===== src/rtl/fp_int_acc_if.sv =====
// rtl/fp_int_acc_if.sv - product input and result output bundle for fp_int_acc
interface fp_int_acc_if #(
    parameter int ACC_WIDTH = 32,
    parameter int CNT_WIDTH = 8
);
    logic                 clear;
    logic                 sign_in;
    logic [4:0]           exp_in;
    logic [13:0]          mantissa_in;
    logic                 start_acc;
    logic                 last_in;
    logic [ACC_WIDTH-1:0] acc_out;
    logic                 acc_valid;
    logic                 acc_ready;
    logic [CNT_WIDTH-1:0] prod_cnt;
    logic                 overrun;
    logic                 sat_flag;

    // Producer/consumer side: drives products, clear and acc_ready
    modport master (
        output clear, sign_in, exp_in, mantissa_in, start_acc, last_in, acc_ready,
        input  acc_out, acc_valid, prod_cnt, overrun, sat_flag
    );

    // Accumulator side
    modport slave (
        input  clear, sign_in, exp_in, mantissa_in, start_acc, last_in, acc_ready,
        output acc_out, acc_valid, prod_cnt, overrun, sat_flag
    );
endinterface


===== src/rtl/fp_int_acc.sv =====
// rtl/fp_int_acc.sv - fixed-point dot-product accumulator behind fp_int_mul; FP_INT_ACC_SAT_EN enables saturating sum
module fp_int_acc #(
    parameter int ACC_WIDTH = 32,
    parameter int FRAC_BITS = 8,
    parameter int CNT_WIDTH = 8
) (
    input logic         clk,
    input logic         rst,
    fp_int_acc_if.slave bus
);
    // Product value is mantissa * 2^(exp-25); grid LSB is 2^-FRAC_BITS
    localparam int SHIFT = 25 - FRAC_BITS;
    localparam int WIDE  = (ACC_WIDTH > 45) ? ACC_WIDTH : 45;

    typedef enum logic {S_IDLE, S_ACCUM} state_t;

    // Input capture stage
    logic                 in_valid_q;
    logic                 in_last_q;
    logic                 in_sign_q;
    logic [4:0]           in_exp_q;
    logic [13:0]          in_mant_q;

    // Aligned stage
    logic                 s1_valid_q;
    logic                 s1_last_q;
    logic [ACC_WIDTH-1:0] s1_aligned_q;
    logic [ACC_WIDTH-1:0] aligned_d;

    // Accumulate stage
    state_t               state_q, state_d;
    logic [ACC_WIDTH-1:0] acc_q, acc_d;
    logic [ACC_WIDTH-1:0] acc_out_q, acc_out_d;
    logic                 acc_valid_q, acc_valid_d;
    logic [CNT_WIDTH-1:0] prod_cnt_q, prod_cnt_d;
    logic                 overrun_q, overrun_d;
    logic [ACC_WIDTH-1:0] acc_base;
    logic [ACC_WIDTH-1:0] sum_wrap;
    logic [ACC_WIDTH-1:0] sum;

    logic [WIDE-1:0]      mag_shl;
    logic [WIDE-1:0]      mag_shr;
    logic [ACC_WIDTH-1:0] mag;

`ifdef FP_INT_ACC_SAT_EN
    logic                 sat_q, sat_d;
    logic                 ovf_pos;
    logic                 ovf_neg;
`endif

    // Capture product fields; clear drops anything in flight
    always_ff @(posedge clk) begin
        if (rst) begin
            in_valid_q <= 1'b0;
            in_last_q  <= 1'b0;
            in_sign_q  <= 1'b0;
            in_exp_q   <= '0;
            in_mant_q  <= '0;
        end else begin
            in_valid_q <= bus.start_acc && !bus.clear;
            in_last_q  <= bus.last_in;
            in_sign_q  <= bus.sign_in;
            in_exp_q   <= bus.exp_in;
            in_mant_q  <= bus.mantissa_in;
        end
    end

    // Align magnitude onto the grid (truncating), then apply sign so rounding is toward zero
    always_comb begin
        mag_shl   = WIDE'(in_mant_q) << in_exp_q;
        mag_shr   = mag_shl >> SHIFT;
        mag       = mag_shr[ACC_WIDTH-1:0];
        aligned_d = in_sign_q ? (ACC_WIDTH'(0) - mag) : mag;
    end

    // Aligned-term register
    always_ff @(posedge clk) begin
        if (rst) begin
            s1_valid_q   <= 1'b0;
            s1_last_q    <= 1'b0;
            s1_aligned_q <= '0;
        end else begin
            s1_valid_q   <= in_valid_q && !bus.clear;
            s1_last_q    <= in_last_q;
            s1_aligned_q <= aligned_d;
        end
    end

    // Adder: a term arriving in IDLE always starts from zero
    always_comb begin
        acc_base = (state_q == S_ACCUM) ? acc_q : '0;
        sum_wrap = acc_base + s1_aligned_q;
`ifdef FP_INT_ACC_SAT_EN
        ovf_pos = !acc_base[ACC_WIDTH-1] && !s1_aligned_q[ACC_WIDTH-1] &&  sum_wrap[ACC_WIDTH-1];
        ovf_neg =  acc_base[ACC_WIDTH-1] &&  s1_aligned_q[ACC_WIDTH-1] && !sum_wrap[ACC_WIDTH-1];
        if (ovf_pos) begin
            sum = {1'b0, {(ACC_WIDTH-1){1'b1}}};
        end else if (ovf_neg) begin
            sum = {1'b1, {(ACC_WIDTH-1){1'b0}}};
        end else begin
            sum = sum_wrap;
        end
`else
        sum = sum_wrap;
`endif
    end

    // FSM next state, accumulator commit and result/handshake bookkeeping
    always_comb begin
        state_d     = state_q;
        acc_d       = acc_q;
        acc_out_d   = acc_out_q;
        acc_valid_d = acc_valid_q;
        prod_cnt_d  = prod_cnt_q;
        overrun_d   = overrun_q;
`ifdef FP_INT_ACC_SAT_EN
        sat_d       = sat_q;
`endif
        if (acc_valid_q && bus.acc_ready) begin
            acc_valid_d = 1'b0;
        end
        if (bus.clear) begin
            state_d    = S_IDLE;
            acc_d      = '0;
            prod_cnt_d = '0;
            overrun_d  = 1'b0;
`ifdef FP_INT_ACC_SAT_EN
            sat_d      = 1'b0;
`endif
        end else if (s1_valid_q) begin
`ifdef FP_INT_ACC_SAT_EN
            if (ovf_pos || ovf_neg) begin
                sat_d = 1'b1;
            end
`endif
            if (s1_last_q) begin
                acc_out_d   = sum;
                acc_valid_d = 1'b1;
                acc_d       = '0;
                prod_cnt_d  = '0;
                state_d     = S_IDLE;
                if (acc_valid_q && !bus.acc_ready) begin
                    overrun_d = 1'b1;
                end
            end else begin
                acc_d      = sum;
                prod_cnt_d = prod_cnt_q + CNT_WIDTH'(1);
                state_d    = S_ACCUM;
            end
        end
    end

    // Accumulate-stage and output registers
    always_ff @(posedge clk) begin
        if (rst) begin
            state_q     <= S_IDLE;
            acc_q       <= '0;
            acc_out_q   <= '0;
            acc_valid_q <= 1'b0;
            prod_cnt_q  <= '0;
            overrun_q   <= 1'b0;
        end else begin
            state_q     <= state_d;
            acc_q       <= acc_d;
            acc_out_q   <= acc_out_d;
            acc_valid_q <= acc_valid_d;
            prod_cnt_q  <= prod_cnt_d;
            overrun_q   <= overrun_d;
        end
    end

`ifdef FP_INT_ACC_SAT_EN
    // Sticky saturation flag
    always_ff @(posedge clk) begin
        if (rst) begin
            sat_q <= 1'b0;
        end else begin
            sat_q <= sat_d;
        end
    end
    assign bus.sat_flag = sat_q;
`else
    assign bus.sat_flag = 1'b0;
`endif

    assign bus.acc_out   = acc_out_q;
    assign bus.acc_valid = acc_valid_q;
    assign bus.prod_cnt  = prod_cnt_q;
    assign bus.overrun   = overrun_q;
endmodule


===== src/flat_wrapper.sv =====
// flat-port wrapper written by rule: the top's interface ports become plain ports
module fp_int_acc_flat 
#(
    parameter int ACC_WIDTH = 32,
    parameter int FRAC_BITS = 8,
    parameter int CNT_WIDTH = 8
)
  (clk, rst, bus_clear, bus_sign_in, bus_exp_in, bus_mantissa_in, bus_start_acc, bus_last_in, bus_acc_ready, bus_acc_out, bus_acc_valid, bus_prod_cnt, bus_overrun, bus_sat_flag);
  fp_int_acc_if #(.ACC_WIDTH(ACC_WIDTH), .CNT_WIDTH(CNT_WIDTH)) bus_i ();
  input logic clk;
  input logic rst;
  input wire logic [$bits(bus_i.clear)-1:0] bus_clear;
  input wire logic [$bits(bus_i.sign_in)-1:0] bus_sign_in;
  input wire logic [$bits(bus_i.exp_in)-1:0] bus_exp_in;
  input wire logic [$bits(bus_i.mantissa_in)-1:0] bus_mantissa_in;
  input wire logic [$bits(bus_i.start_acc)-1:0] bus_start_acc;
  input wire logic [$bits(bus_i.last_in)-1:0] bus_last_in;
  input wire logic [$bits(bus_i.acc_ready)-1:0] bus_acc_ready;
  output wire logic [$bits(bus_i.acc_out)-1:0] bus_acc_out;
  output wire logic [$bits(bus_i.acc_valid)-1:0] bus_acc_valid;
  output wire logic [$bits(bus_i.prod_cnt)-1:0] bus_prod_cnt;
  output wire logic [$bits(bus_i.overrun)-1:0] bus_overrun;
  output wire logic [$bits(bus_i.sat_flag)-1:0] bus_sat_flag;
  assign bus_i.clear = bus_clear;
  assign bus_i.sign_in = bus_sign_in;
  assign bus_i.exp_in = bus_exp_in;
  assign bus_i.mantissa_in = bus_mantissa_in;
  assign bus_i.start_acc = bus_start_acc;
  assign bus_i.last_in = bus_last_in;
  assign bus_i.acc_ready = bus_acc_ready;
  assign bus_acc_out = bus_i.acc_out;
  assign bus_acc_valid = bus_i.acc_valid;
  assign bus_prod_cnt = bus_i.prod_cnt;
  assign bus_overrun = bus_i.overrun;
  assign bus_sat_flag = bus_i.sat_flag;
  fp_int_acc #(.ACC_WIDTH(ACC_WIDTH), .FRAC_BITS(FRAC_BITS), .CNT_WIDTH(CNT_WIDTH)) u_core (.clk(clk), .rst(rst), .bus(bus_i));
endmodule

===== config.mk =====
export PLATFORM = sky130hd
export DESIGN_NAME = fp_int_acc_flat
export DESIGN_NICKNAME = d
export VERILOG_FILES = /design/src/rtl/fp_int_acc_if.sv /design/src/rtl/fp_int_acc.sv /design/src/flat_wrapper.sv
export SDC_FILE = /design/constraint.sdc
export NUM_CORES = 1
export LEC_CHECK = 0
export BUFFER_PORTS_ARGS = -buffer_cell sky130_fd_sc_hd__buf_4
export CORE_MARGIN = 2
export CORE_UTILIZATION = 48
export CTS_CLUSTER_DIAMETER = 50
export DETAILED_ROUTE_END_ITERATION = 10
export HOLD_SLACK_MARGIN = 0.03
export PLACE_DENSITY = 0.66
export SYNTH_ARGS = -nofsm -noshare
export SYNTH_HDL_FRONTEND = slang
export SYNTH_SLANG_ARGS = --single-unit

===== constraint.sdc =====
create_clock -name clk -period 4.2 [get_ports clk]
set_input_delay 0.84 -clock clk [delete_from_list [all_inputs] [get_ports clk]]
set_output_delay 0.84 -clock clk [all_outputs]
set_load 0.05 [all_outputs]

==> results.md <==
- The run finished with clean final reports.
- The buffer depth of the longest clock path is 2.
- The met3 global-route usage is 0.03787.
- The critical path is of the reg -> reg type.
- The post-layout net count is about 1.1k.
- In the global route stage, met1 resource usage came out at 0.3279.
- The most heavily used metal layer in global routing is met2.
- For this block, the initial DRC count from the detailed router was 475.
- In this run, synthesis inferred 0 flip-flops with an integrated enable.
- The remaining global-route overflow is 0.
- The number of H-tree levels is 4.
- The proportion of layout cells with a drive suffix above 1 is 0.1461.
- The latest clock arrival within the worst-skew pair is 0.43 ns.
- The maximum clock frequency is approximately 260 MHz.
- The total number of placement rows is 46.
- The startpoint of the worst setup timing path is u_core.in_exp_q[2].
- The data arrival at the endpoint of the critical path is 4.14 ns.
- Counting flops and latches in the post-synthesis netlist gives 128.
- The netlist uses 68 different library cells.
- The mapped netlist covers between 0.007 and 0.008 mm2.
- The sequential cell area fraction in the yosys report is 0.3318.
- Of all nets on the critical path, the largest fanout is 16.
- The global routing met2 resource utilization is 0.3845.
- The start point of the worst hold path is u_core.in_valid_q.
- The path type of the worst min-delay path is reg -> reg.
- Post-CTS repair changed the size of 0 cells.
- In the global route stage, overall resource usage came out at 0.2403.
- TritonCTS built the clock tree.
- Counting every net in the synthesized netlist gives 1019.
- The predominant post-synthesis flop cell is dfxtp_1.
- The initial cell density of the core is 0.4879.
- In this run the vertical extent of the chip is roughly 130 um.
- The slew of the pin with the lowest slew margin is between 1 and 1.5 ns.
- Input and output buffers added on the ports amount to 67.
- STA classifies the critical path endpoint as a register.
- The clock edge transition at the registers on the reported setup and hold paths is roughly 0.06 ns.
- At the end of routability-driven placement, the weighted congestion stood at 0.9251.
- The area growth from synthesis to layout is 16.28%.
- Power spread over the standard cell area amounts to 347.3 mW/mm2.
- The number of setup buffers added after CTS is 0.
- Summed over all layers, the routed wires come to 19.78 mm.
- The vias after detailed routing is ~7k.
- The utilization after layout is 0.5674.
- The register-to-register setup slack is ~0.37 ns.
- The floorplan die width is 130.8 um.
- The element type at the critical path start is a register.
- The number of global-route vias before repair was 6280.
- Detailed placement ended at an HPWL of 14.28 mm.
- The number of instances in the placed design is 1204.
- The launching point of the worst reg2reg path is u_core.in_exp_q[2].
- Using the TritonRoute via totals, the vias-per-cell ratio works out to 5.542.
- STA puts the critical path data required time at 4.51 ns.
- Between clock sinks in the finished design, the worst skew comes to just under 0.008 ns.
- The die covers between 0.015 and 0.02 mm2.
- The number of hold-slack violations in the final timing report is 0.
- The total number of clock tree sinks is 128.
- The terminating pin of the worst hold path is u_core.s1_valid_q.
- The number of stages on the worst hold path is 1.
- The setup TNS is 0 ns.
- Setup violations remaining at the end of the flow were counted as 0.
- The tool flagged a number of max-cap violations equal to 0.
- Once detail routing completed, the nets flagged for antenna violations numbered 0.
- Subtracting the final worst setup slack from the clock period gives about 3.8 ns.
- The first global-routing pass estimated about 32 mm of wire.
- In the finished design, the share of the clock period the worst path needs comes to 0.9128.
- The core area is 0.01583 mm2.
- 0 antenna diodes ended up in the layout.
- For this design the top-level I/O count stands at 69.
- After technology mapping, the gate count stands at 959.
- The endpoint of the most critical register-to-register path is u_core.s1_aligned_q[27].
- IR analysis of the VDD net gives a maximum drop of 0.2713 mV.
- The Yosys step of the flow raised 0 warnings.
- The root buffer cell chosen for the clock tree is clkbuf_16.
- The first-pass iteration count of the detailed router is 5.
- A synthesized cell averages 8.053 um2.
- The total of hold buffers inserted after clock tree synthesis is 0.
- For this run, asynchronously set or reset flops after synthesis account for 0.
- Setup repair after global routing left no endpoint under its margin.
- Dividing the detail-routed wire length by the instance count gives roughly 16 um.
- The largest net degree at the start of global routing is 92.
- The residual DRC count is 0.
- The filler-free cell count of the finished design is 1236.
- The number of buffers added by the clock tree synthesis step is 17.
- The number of pins exceeding their max-slew limit in the final report was 0.
- The worst-case reg-to-reg path depth is 9.
- The relative slew slack is 0.3322.
- In this run the static leakage power is 3.660 nW.
- The number of antenna violations at the first check in global routing was 0.
stage by stage:
step                area, um2  worst slack [ns]  power (mW)  hold slack, ns
floorplan                7722            0.9123       1.576          0.4057
global placement         8399            0.3575       1.681          0.4108
detailed placement       8399            0.4043       1.681          0.4169
CTS                      8980            0.3795       3.135          0.4286
global route             8980           0.08511       3.241          0.4434
finish                   8980            0.3664       3.119          0.4281
layer usage:
layer  part of all wire  vias to the layer above  wire length, um
li1                   -                     3481                -
met1               0.48                     3170             9550
met3              0.038                       33              746
met2               0.45                      166             8991
met4              0.025                        0              490
met5                  0                        -                0
cell usage after synthesis, drive strengths merged, types with 13 or more instances:
cell    number  area share
xnor2       24       0.027
clkbuf      46       0.022
o21ai       41       0.027
nor2b       57       0.046
xor2        27       0.031
nand2b      14       0.011
a21o        14       0.014
ha          33       0.053
dfxtp      128        0.33
a21oi      102       0.067
buf         13       0.011
nand2      104       0.051
and2        34       0.028
nand3       14      0.0091
nor2       102       0.050
nor3        17       0.011
mux2i       20       0.028
cell families (layout without fill, tap and decap cells):
group | count (synthesis) | after routing | share of synthesized area
buffers and inverters | 69 | 130 | 0.03840
and+or+nand+nor | 394 | 394 | 0.2518
DFF | 128 | 128 | 0.3318
AOI/OAI and AO/OA | 247 | 247 | 0.1986
muxes | 35 | 35 | 0.06497
xor gates and xnor gates | 51 | 51 | 0.05784
adders and majority gates | 34 | 34 | 0.05606
other | 1 | 1 | 0.0004856
report_power, final:
group / switching (mW) / internal [mW] / total [mW]
registers: 0.0369 / 1.25 / 1.28
logic: 0.222 / 0.155 / 0.377
clock network: 0.602 / 0.856 / 1.46
total: 0.861 / 2.26 / 3.12
flip-flops by register name, summed over array words and instances, names as in the netlist:
name	count
u_core.bus.overrun	1
u_core.bus.acc_out	32
u_core.bus.prod_cnt	8
u_core.s1_valid_q	1
u_core.in_last_q	1
u_core.in_sign_q	1
u_core.s1_last_q	1
u_core.in_valid_q	1
u_core.bus.acc_valid	1
u_core.state_q	1
u_core.acc_q	32
u_core.in_mant_q	14
u_core.s1_aligned_q	29
u_core.in_exp_q	5
worst max path at each step:
| stage | endpoint | slack, ns | depth (start not counted) |
|---|---|---|---|
| finish | u_core.s1_aligned_q[27] | 0.37 | 9 |
| detailed placement | u_core.s1_aligned_q[27] | 0.40 | 9 |
| CTS | u_core.s1_aligned_q[27] | 0.38 | 9 |
| global route | u_core.s1_aligned_q[27] | 0.09 | 9 |
| global placement | u_core.s1_aligned_q[27] | 0.36 | 9 |
| floorplan | u_core.s1_aligned_q[27] | 0.91 | 9 |
cells in the final DEF (no fill, tap or decap), drive strengths merged, types with 6 or more instances in the layout:
| cell | instances |
|---|---|
| xnor2 | 24 |
| and3 | 8 |
| a21oi | 102 |
| nor2 | 102 |
| clkbuf | 19 |
| mux4 | 10 |
| dfxtp | 128 |
| a31oi | 7 |
| nand2 | 104 |
| xor2 | 27 |
| nand3b | 12 |
| nand3 | 14 |
| nor3 | 17 |
| and2 | 34 |
| inv | 14 |
| buf | 88 |
| o31ai | 6 |
| a211oi | 10 |
| o21ai | 41 |
| a21o | 14 |
| nor2b | 57 |
| nand2b | 14 |
| or2 | 9 |
| ha | 33 |
| mux2i | 20 |
| o22ai | 8 |
| a21boi | 6 |
| nand4 | 9 |
worst max-delay path, cell delays in order (launching register included):
cell      delay [ns]
dfxtp_1         0.71
buf_4           0.28
mux4_2          0.32
mux2i_1         0.29
o211ai_1        0.20
a221oi_1        0.45
nand4_1         0.30
or3_1           0.52
o31ai_1         0.30
mux2_1          0.35
area by class of cell:
class                      instances  area (um2)
sequential                       128        2562
inverter                          10       37.54
timing repair buffer              88       660.6
tap                              216       270.3
fill                            1499        6848
multi-input combinational        762        4868
clock buffer                      19       452.9
clock inverter                    13       127.6
No activity file was read; power rests on OpenSTA's default activity.
